==> config.mk <==
export PLATFORM = sky130hd
export DESIGN_NAME = p2s
export DESIGN_NICKNAME = d
export VERILOG_FILES = /design/src/rtl/p2s_pkg.sv /design/src/rtl/p2s.sv
export SDC_FILE = /design/constraint.sdc
export NUM_CORES = 1
export LEC_CHECK = 0
export BUFFER_PORTS_ARGS = -buffer_cell sky130_fd_sc_hd__buf_2
export CORE_AREA = 2 2 39 41
export CTS_BUF_LIST = sky130_fd_sc_hd__clkbuf_8
export CTS_CLUSTER_SIZE = 20
export DETAILED_ROUTE_END_ITERATION = 10
export DIE_AREA = 0 0 41 43
export PLACE_DENSITY_LB_ADDON = 0.2
export SYNTH_ARGS = -nofsm -noshare
export SYNTH_HDL_FRONTEND = slang
export SYNTH_SLANG_ARGS = --single-unit
==> constraint.sdc <==
create_clock -name clk -period 1.3 [get_ports clk]
set_input_delay 0.13 -clock clk [delete_from_list [all_inputs] [get_ports clk]]
set_output_delay 0.13 -clock clk [all_outputs]
set_load 0.01 [all_outputs]
==> src/rtl/p2s_pkg.sv <==
`default_nettype none
// ============================================================================
// Module      : p2s_pkg
// Description : Shared types for the p2s parallel-to-serial converter.
//               p2s_state_t - converter state: RX waits for a parallel word,
//               TX shifts the word out one bit per accepted serial beat.
// Revision    : 1.0 - initial release
// ============================================================================
package p2s_pkg;

  typedef enum logic {
    RX = 1'b0,
    TX = 1'b1
  } p2s_state_t;

endpackage : p2s_pkg
`default_nettype wire

==> src/rtl/p2s.sv <==
`default_nettype none
// ============================================================================
// Module      : p2s
// Description : AXI-Stream style parallel-to-serial converter. Accepts one
//               N-bit word on a valid/ready parallel input and emits it LSB
//               first, one bit per beat, on a 1-bit valid/ready output.
//               One word every N+1 cycles at full serial throughput.
// Ports       : clk        - system clock, rising edge
//               rstn       - asynchronous reset, ACTIVE HIGH (name kept for
//                            codebase consistency)
//               par_data   - parallel word in (N bits)
//               par_valid  - par_data valid
//               par_ready  - converter can take a word (idle)
//               ser_data   - current serial bit
//               ser_valid  - ser_data valid
//               ser_ready  - downstream takes ser_data this cycle
// Revision    : 1.0 - initial release
// ============================================================================
module p2s
  import p2s_pkg::*;
#(
  parameter int N = 8
) (
  input  logic         clk,
  input  logic         rstn,
  input  logic [N-1:0] par_data,
  input  logic         par_valid,
  output logic         par_ready,
  output logic         ser_data,
  output logic         ser_valid,
  input  logic         ser_ready
);

  localparam int            CW   = $clog2(N);
  localparam logic [CW-1:0] LAST = CW'(N - 1);

  p2s_state_t    state, state_nxt;
  logic [N-1:0]  shreg, shreg_nxt;
  logic [CW-1:0] cnt,   cnt_nxt;

  // Outputs depend on registers only: no input-to-output combinational path.
  assign par_ready = (state == RX);
  assign ser_valid = (state == TX);
  assign ser_data  = shreg[0];

  always_ff @(posedge clk or posedge rstn) begin
    if (rstn) begin
      state <= RX;
      shreg <= '0;
      cnt   <= '0;
    end else begin
      state <= state_nxt;
      shreg <= shreg_nxt;
      cnt   <= cnt_nxt;
    end
  end

  always_comb begin
    state_nxt = state;
    shreg_nxt = shreg;
    cnt_nxt   = cnt;
    case (state)
      RX: begin
        // ser_ready is irrelevant here; only a parallel handshake moves us on.
        if (par_valid) begin
          shreg_nxt = par_data;
          cnt_nxt   = '0;
          state_nxt = TX;
        end
      end
      TX: begin
        // Without ser_ready everything holds, keeping ser_data stable.
        if (ser_ready) begin
          // Zero fill leaves shreg at 0 after the last beat, so ser_data
          // idles low in RX.
          shreg_nxt = shreg >> 1;
          if (cnt == LAST) begin
            cnt_nxt   = '0;
            state_nxt = RX;
          end else begin
            cnt_nxt = cnt + 1'b1;
          end
        end
      end
      default: begin
        state_nxt = RX;
      end
    endcase
  end

endmodule : p2s
`default_nettype wire

==> results of run 1 <==
-- power breakdown --
group          leakage [nW]  internal, mW  switching [mW]
clock                0.0288         0.267           0.137
sequential            0.154         0.519          0.0954
combinational         0.270         0.299           0.200
-- how the worst min path moves through the flow --
stage                 from                    to  slack [ns]  cells after the start
3_5_place_dp          rstn  shreg[0]$_DFFE_PP0P_        0.16                      2
5_1_grt        par_data[7]  shreg[7]$_DFFE_PP0P_        0.17                      2
3_3_place_gp          rstn  shreg[0]$_DFFE_PP0P_        0.16                      2
6_report       par_data[7]  shreg[7]$_DFFE_PP0P_        0.16                      2
2_1_floorplan         rstn    cnt[0]$_DFFE_PP0P_      -0.005                      1
4_1_cts        par_data[7]  shreg[7]$_DFFE_PP0P_        0.16                      2
-- what timing repair did --
| action | 4_1_cts | 5_1_grt |
|---|---|---|
| resized for setup | 0 | 1 |
| endpoints found under the setup margin | 1 | 1 |
| hold buffers | 1 | 0 |
| setup buffers | 1 | 0 |
| gates cloned | 0 | 0 |
| endpoints found under the hold margin | 12 | 0 |
-- layout by cell type, fill, tap and decap left out, drive strengths merged, types with 2 or more instances in the layout --
cell type | netlist | routed
a221o | 4 | 4
buf | 3 | 21
dfrtp | 12 | 12
and3b | 5 | 5
clkbuf | 1 | 4
mux2i | 8 | 8
inv | 2 | 2
ha | 2 | 2
-- metal layers --
layer / global-route usage / up-vias
li1: - / 233
met3: 0.0314 / 0
met5: 0 / -
met1: 0.233 / 236
met2: 0.225 / 8
met4: 0.0600 / 0
-- state kept, by name (all words and copies together), names as in the netlist --
| signal | cells |
|---|---|
| ser_valid | 1 |
| shreg | 8 |
| cnt | 3 |
-- stage by stage --
stage,setup TNS [ns],hold slack (ns),instance area (um^2)
final,-0.0260,0.160,817
after global routing,-0.0933,0.175,817
after CTS,-0.0343,0.159,807
after detailed placement,-0.0493,0.163,734
after global placement,-0.0160,0.163,734
after floorplan,0,-0.00530,627
-- final cells by class --
cell class	count	share of cell area
inverter	2	0.00919
timing repair buffer	22	0.162
sequential	12	0.368
clock buffer	4	0.0674
tap	16	0.0245
multi-input combinational	31	0.369
-- critical path: stages, from the launching register on --
cell	delay (ns)
dfrtp_1	0.38
ha_2	0.20
ha_4	0.15
or4bb_1	0.46
nand3_1	0.08
-- cells by family (layout without fill, tap and decap cells) --
group	count (synthesis)	after routing	share of synthesized area
flops	12	12	0.483
simple gates	12	12	0.155
compound gates	9	9	0.131
mux	8	8	0.135
buf+inv	6	28	0.0563
fa+ha+maj	2	2	0.0402
==> run summary, run 1 <==
Status: complete, but fails checks
Failing checks: negative setup slack
Yosys warnings: 0
Port Buffers: 14
Syn_nets: 63
Worst Path Arrival: 1.50 ns
Least-Margin Pin Slew: 0.452 ns
Clock Latency Late Sink: 0.24 ns
Layout cells sized above 1: 0.437
Tcrit/Tclk final: 1.02
Initial Util: 0.449
Root Buffer: clkbuf_8
Avg Cell Area, Syn: 12.7 um^2
First-pass GRT wire length: 1930 um
Reg2Reg Setup Slack: -0.03 ns
Synth async-reset ratio: 1.00
Synth cell types: 24
Mapped Cells: 49
Placed Instances: 81
CTS max path bufs: 2
Vias in the first global route: 449
Synth Cell Area: 622 um^2
Final-report setup violation count: 1
Drt wl/cell: 13.2 um
Crit end category: register
Initial DRT Pass Iterations: 4
Die Wd: 41 um
HPWL after DPL: 836 um
CTS tree: yes
Post-synth top area share: 0.483
Met3 wire length: 39 um
Leading area contributor after synthesis: dfrtp_1
Launch point of the worst path: cnt[1]$_DFFE_PP0P_
Crit Reg-Reg Endpoint: cnt[0]$_DFFE_PP0P_
Most common flop cell mapped by yosys: dfrtp_1
Area growth from synthesis to layout: 31.4%
Unrepaired setup endpoints after global routing: true
Std cell rows: 14
Clock Sink Count: 12
Non-filler cells, final: 87
Synth top cells by count: dfrtp_1, mux2i_1, a221o_1, and3b_1
Max_cap viols: 0
Fin. Hold Viols: 0
VDD IR max: 0.897 mV
Via density per instance: 5.48
Hold crit path type: in2reg
TritonCTS Buffers: 3
Pin count of the biggest net entering global routing: 13
Reg2reg start: cnt[1]$_DFFE_PP0P_
Worst setup margin: -0.0260 ns
Register Area: 300 um^2
Pins Over Slew Limit: 0
Seq/Total Area, Yosys: 0.483
Startpoint Class: register
Synth top area cells: dfrtp_1, mux2i_1, a221o_1
Reg clk slew, reported paths: 0.05 ns
DR iter-0 viols: 1
Clock skew: 0.00157 ns
Antenna Cells: 0
Tmin final: 1.33 ns
Multi-input logic area: 302 um^2
Vias: 477
Reg2Reg Depth: 4
DRC Markers: 0
Critical Path RT: 1.47 ns
CP Max Fanout: 2
Global Route Usage Sum: 0.159
CP Class: reg2reg
Core Region: 1380 um^2
Drt total wl: 1150 um
CP endpoint: cnt[0]$_DFFE_PP0P_
Most numerous cell in the Yosys netlist: dfrtp_1
CTS H-tree depth: 1
Initial antenna violation count: 0
GPL Wtd Cong: 0.702
Pwr dens: 1860 nW/um^2
Slew headroom: 0.698
Post-synth EDFFs: 0
LEAKAGE: 0.454 nW
Final net count: 86
Fin util: 0.590
ANT nets after route: 0
Metal-1 WL: 560 um
Dpl ws: -0.0493 ns
Filler cells: 128
DR top layer: met3
Seq cells post-synth: 12
Grt total ovfl: 0
Metal2 WL: 548 um
Highest clock rate: 754 MHz
DIE AREA: 1760 um^2
Pwr Total: 1.52 mW
IO Count: 15
Die height: 43 um
Power figures use the tool's default switching activity.
==> run 2, diff against run 1 <==
==> constraint.sdc (replaced) <==
create_clock -name clk -period 1.3 [get_ports clk]
set_input_delay 0.325 -clock clk [delete_from_list [all_inputs] [get_ports clk]]
set_output_delay 0.325 -clock clk [all_outputs]
set_load 0.01 [all_outputs]
==> run summary, run 2 (synthesis gave the netlist of run 1 again) <==
CP Max Fanout: 4 (+2)
ANT nets after route: 0 (unchanged)
Std cell rows: 14 (unchanged)
First-pass GRT wire length: 2080 um (+7.5%)
Largest Register: shreg
Pwr Total: 1.53 mW (+0.70%)
Non-filler cells, final: 88 (+1.1%)
Flip-flop count of the largest register after layout: 8 (unchanged)
HPWL after DPL: 916 um (+9.5%)
Grt total ovfl: 0 (unchanged)
Die Wd: 41 um (unchanged)
Port Buffers: 14 (unchanged)
Fin. Hold Viols: 0 (unchanged)
Max_cap viols: 0 (unchanged)
Vias: 498 (+4.4%)
Final-report setup violation count: 2 (+1)
Clock Latency Late Sink: 0.24 ns (about the same)
CP top delay family: simple AND/OR/NAND/NOR gates
Crit-path max cell delay: 0.47 ns (about the same)
LEAKAGE: 0.458 nW (+1.0%)
Root Buffer: clkbuf_8
Fin util: 0.597 (+0.00633)
Global Route Usage Sum: 0.181 (+0.0228)
Dpl ws: -0.0489 ns (+0.000455 ns)
DRC Markers: 0 (unchanged)
Failing checks: negative setup slack
Pin count of the biggest net entering global routing: 13 (unchanged)
Crit end category: register
Initial Util: 0.449 (unchanged)
Final hold slack: 0.0821 ns (-0.0775 ns)
Reg clk slew, reported paths: 0.05 ns (about the same)
Most common cell after layout, fill and taps aside: buf_2
Clock skew: 0.00352 ns (+0.00195 ns)
TritonCTS Buffers: 3 (unchanged)
Vias in the first global route: 477 (+6.2%)
Status: complete, but fails checks
Buf/Inv on CP: 0 (unchanged)
Startpoint Class: register
Die height: 43 um (unchanged)
VDD IR max: 0.871 mV (-2.9%)
Tmin final: 1.37 ns (+0.0399 ns)
Layout cells sized above 1: 0.472 (+0.0356)
DR iter-0 viols: 6 (+5)
Slew headroom: 0.697 (-0.000915)
Filler cells: 123 (-3.9%)
Initial DRT Pass Iterations: 4 (unchanged)
Via density per instance: 5.66 (+3.2%)
Area growth from synthesis to layout: 32.8%
Multi-input logic area: 302 um^2 (unchanged)
Slowest stage cell, crit path: or4bb_1
Commonest non-fill, non-tap cells in the layout: buf_2, dfrtp_1, buf_4, mux2i_1
Reg2reg start: cnt[0]$_DFFE_PP0P_
Worst Path Arrival: 1.54 ns (+0.04 ns)
CP Cell Sequence: ha_2 > ha_4 > or4bb_1 > nand3_1
CTS tree: yes
Hold crit path type: in2async
Least-Margin Pin Slew: 0.454 ns (+0.00137 ns)
CTS max path bufs: 2 (unchanged)
Highest clock rate: 732 MHz (-2.9%)
Reg2Reg Setup Slack: -0.07 ns (-0.04 ns)
Pwr dens: 1850 nW/um^2 (-0.37%)
CTS H-tree depth: 1 (unchanged)
Tcrit/Tclk final: 1.05 (+0.0307)
Initial antenna violation count: 0 (unchanged)
Drt total wl: 1200 um (+4.4%)
Register Area: 300 um^2 (unchanged)
Critical Path RT: 1.48 ns (about the same)
IO Count: 15 (unchanged)
Worst setup margin: -0.0659 ns (-0.0399 ns)
Reg2Reg Depth: 4 (unchanged)
DIE AREA: 1760 um^2 (unchanged)
Final net count: 87 (+1.2%)
Pins Over Slew Limit: 0 (unchanged)
Clock Sink Count: 12 (unchanged)
CP Class: reg2reg
Antenna Cells: 0 (unchanged)
Core Region: 1380 um^2 (unchanged)
Placed Instances: 82 (+1.2%)
Unrepaired setup endpoints after global routing: true
GPL Wtd Cong: 0.675 (-3.9%)
Drt wl/cell: 13.6 um (+3.3%)
Crit Reg-Reg Endpoint: cnt[0]$_DFFE_PP0P_
Hold bufs inserted after CTS: 0 (-1)
[run 2: changes by cell type in the layout (fill, tap and decap cells not counted), sizes merged]
cell         before  now
buf              21   23
dlygate4sd3       1    0
[run 2: what timing repair did]
action | in CTS | in global routing
buffers inserted | 2 | 0
resized for setup | 2 | 1
setup endpoints to repair | 3 | 6
pin swaps | 0 | 3
cloned | 0 | 0
[run 2: per-stage QoR]
| stage | area (um^2) | TNS [ns] |
|---|---|---|
| floorplan | 627 | 0 |
| global route | 826 | -0.178 |
| global placement | 742 | -0.0139 |
| finish | 826 | -0.0863 |
| CTS | 822 | -0.0726 |
| detailed placement | 742 | -0.0489 |
[run 2: worst max-delay path by stage]
| stage | cells after the start | end | from | slack [ns] |
|---|---|---|---|---|
| floorplan | 4 | cnt[0]$_DFFE_PP0P_ | cnt[1]$_DFFE_PP0P_ | 0.001 |
| finish | 4 | cnt[0]$_DFFE_PP0P_ | cnt[0]$_DFFE_PP0P_ | -0.07 |
| detailed placement | 4 | cnt[0]$_DFFE_PP0P_ | cnt[0]$_DFFE_PP0P_ | -0.05 |
| CTS | 4 | cnt[0]$_DFFE_PP0P_ | cnt[0]$_DFFE_PP0P_ | -0.06 |
| global placement | 4 | cnt[0]$_DFFE_PP0P_ | cnt[0]$_DFFE_PP0P_ | -0.01 |
| global route | 4 | cnt[0]$_DFFE_PP0P_ | cnt[0]$_DFFE_PP0P_ | -0.11 |
[run 2: layout make-up]
cell class,instances,share of cell area
clock buffer,4,0.0667
inverter,2,0.00909
multi-input combinational,31,0.365
sequential,12,0.364
tap,16,0.0242
timing repair buffer,23,0.171
[run 2: per-layer routing]
metal	routed length [um]	share of wire	vias up	track usage
met5	0	0	-	0
met4	0	0	0	0.0400
met3	67	0.056	0	0.0942
met2	595	0.50	14	0.259
met1	537	0.45	251	0.240
li1	-	-	233	-
[run 2: power by group]
part / leakage (nW) / total [mW] / switching, mW / internal [mW]
clock: 0.0288 / 0.401 / 0.134 / 0.267
sequential: 0.154 / 0.620 / 0.101 / 0.519
combinational: 0.275 / 0.506 / 0.203 / 0.304
==> run 3, diff against run 2 <==
Settings changed: ABC_AREA set to 1, CORE_AREA 2 2 39 41 to unset, CORE_MARGIN set to 1.5, CORE_UTILIZATION set to 48, DIE_AREA 0 0 41 43 to unset, PLACE_DENSITY set to 0.85, PLACE_DENSITY_LB_ADDON 0.2 to unset.
==> run summary, run 3 <==
Status: completed
Flip-flop count of the largest register after layout: 8 (unchanged)
Hold crit path type: in2async
Design Area, Final: 790 um^2 (-4.4%)
Startpoint Class: register
Routing usage on met3: 0.0284 (-0.0658)
GPL Wtd Cong: 0.804 (+19%)
Grt total ovfl: 0 (unchanged)
GR Util met2: 0.287 (+0.0275)
Slowest stage cell, crit path: dfrtp_2
Synth Cell Area: 649 um^2 (+4.4%)
Seq cells post-synth: 12 (unchanged)
Max_cap viols: 0 (unchanged)
Clock skew: 0.00245 ns (-0.00107 ns)
Unrepaired setup endpoints after global routing: false
Final-report setup violation count: 0 (-2)
Worst Path Arrival: 0.94 ns (-0.60 ns)
Post-synth EDFFs: 0 (unchanged)
Post-synth top area share: 0.462 (-0.0205)
CTS H-tree depth: 1 (unchanged)
Initial DRT Pass Iterations: 4 (unchanged)
IO Count: 15 (unchanged)
Most Crowded Layer GR: met2
Highest clock rate: 790 MHz (+7.8%)
Port Buffers: 14 (unchanged)
Via density per instance: 5.18 (-8.5%)
Pwr Total: 1.52 mW (-0.79%)
Antenna Cells: 0 (unchanged)
Most common flop cell mapped by yosys: dfrtp_1
Tmin final: 1.27 ns (-0.0994 ns)
Leading area contributor after synthesis: dfrtp_1
LEAKAGE: 0.482 nW (+5.2%)
Synth cell types: 11 (-54%)
HPWL after DPL: 909 um (-0.76%)
Crit end category: output port
Crit-path max cell delay: 0.44 ns (-0.03 ns)
VDD IR max: 0.846 mV (-2.9%)
First-pass GRT wire length: 2080 um (+0.34%)
Syn_nets: 98 (+56%)
Drt total wl: 1460 um (+22%)
Area after DPL: 701 um^2 (-5.6%)
Vias: 611 (+23%)
Synth top cells by count: nand2_1, dfrtp_1, nand3_1, buf_6, inv_1
Commonest non-fill, non-tap cells in the layout: nand2_1, buf_2, nand3_1, dfrtp_1, buf_4
Root Buffer: clkbuf_8
Vias in the first global route: 491 (+2.9%)
Synth async-reset ratio: 1.00 (unchanged)
Seq/Total Area, Yosys: 0.462 (-0.0205)
Slew headroom: 0.697 (about the same)
Critical Path RT: 0.98 ns (-0.50 ns)
CP top delay family: flip-flops
Std cell rows: 13 (-1)
Layout cells sized above 1: 0.272 (-0.200)
Setup TNS: 0 ns (+0.0863 ns)
Yosys warnings: 0 (unchanged)
Least-Margin Pin Slew: 0.454 ns (-0.0000196 ns)
Core Region: 1280 um^2 (-7.1%)
Reg2Reg Setup Slack: 0.15 ns (+0.22 ns)
Synth top area cells: dfrtp_1, nand2_1, nand3_1
DR iter-0 viols: 45 (+39)
Non-filler cells, final: 118 (+34%)
CTS tree: yes
Tcrit/Tclk final: 0.974 (-0.0765)
Area growth from synthesis to layout: 21.6%
Mapped Cells: 84 (+71%)
Clock Latency Late Sink: 0.24 ns (about the same)
Pwr dens: 1920 nW/um^2 (+3.8%)
Die Wd: 39.8 um (-3.0%)
Most common cell after layout, fill and taps aside: nand2_1
CP Class: reg2out
Fin util: 0.614 (+0.0177)
ANT nets after route: 0 (unchanged)
CP Cell Sequence: clkinv_4 > buf_2
DIE AREA: 1580 um^2 (-10%)
Met1 Use GR: 0.275 (+0.0348)
Fin. Hold Viols: 0 (unchanged)
CTS max path bufs: 2 (unchanged)
Drt wl/cell: 12.3 um (-9.4%)
CP Max Fanout: 9 (+5)
Avg Cell Area, Syn: 7.73 um^2 (-39%)
Buf/Inv on CP: 2 (+2)
TritonCTS Buffers: 3 (unchanged)
Initial Util: 0.505 (+0.0560)
Global Route Usage Sum: 0.206 (+0.0245)
Pin count of the biggest net entering global routing: 14 (+1)
Most numerous cell in the Yosys netlist: nand2_1
Placed Instances: 110 (+34%)
Die height: 39.8 um (-7.5%)
Clock Sink Count: 12 (unchanged)
Pins Over Slew Limit: 0 (unchanged)
Initial antenna violation count: 0 (unchanged)
Final net count: 118 (+36%)
Largest Register: shreg
DRC Markers: 0 (unchanged)
Reg clk slew, reported paths: 0.05 ns (about the same)
[run 3: changes by cell type in the layout (fill, tap and decap cells not counted), moves of 2 or more]
cell,change
and3b_1,-3
buf_4,-3
nand2_2,+2
and3b_2,-2
ha_1,+2
a221o_1,-4
mux2i_1,-7
inv_1,+3
nand3_1,+11
nand2_1,+43
[run 3: logic make-up after synthesis]
kind of cell	count (synthesis)	share of synthesized area
AO/OA/AOI/OAI	1	0.00770
buffers and inverters	9	0.102
adder cells (fa/ha/maj)	2	0.0385
AND/OR/NAND/NOR	60	0.389
flip-flops	12	0.462
[run 3: metal layers]
metal  vias up  part of all wire
li1        298                 -
met1       264              0.41
met2        45              0.47
met3         4              0.10
met4         0             0.023
met5         -                 0
[run 3: worst paths after layout]
| check | startpoint | endpoint | cells after the start |
|---|---|---|---|
| min in group clk | par_data[7] | shreg[7]$_DFFE_PP0P_ | 3 |
| min | rstn | shreg[6]$_DFFE_PP0P_ | 2 |
| max in group asynchronous | rstn | ser_valid$_DFF_PP0_ | 2 |
| max reg2reg | ser_valid$_DFF_PP0_ | shreg[6]$_DFFE_PP0P_ | 4 |
| min reg2reg | shreg[0]$_DFFE_PP0P_ | shreg[0]$_DFFE_PP0P_ | 2 |
| max | ser_valid$_DFF_PP0_ | par_ready | 2 |
[run 3: layout make-up]
class,count,area [um^2]
well taps,15,18.8
multi-input cells,63,283
flip-flops and latches,12,302
repair buffers,19,108
inverters,5,23.8
fillers,110,495
clock buffers,4,55.1
[run 3: stage by stage]
step / worst slack [ns] / hold slack, ns
6_report: 0.0335 / 0.0837
5_1_grt: 0.000346 / 0.113
4_1_cts: 0.00190 / 0.0911
3_5_place_dp: 0.157 / 0.354
3_3_place_gp: 0.153 / 0.349
2_1_floorplan: 0.246 / 0.190
[run 3: power by group]
group / switching, mW / internal, mW / total (mW)
Sequential: 0.0914 / 0.515 / 0.606
Clock: 0.137 / 0.267 / 0.404
Combinational: 0.292 / 0.214 / 0.505
Total: 0.520 / 0.996 / 1.52
[run 3: what timing repair did]
action                                  4_1_cts  5_1_grt
hold endpoints to repair                      0        0
endpoints found under the setup margin        1        1
setup buffers                                 0        4
resized for setup                             2        1
hold buffers                                  0        0
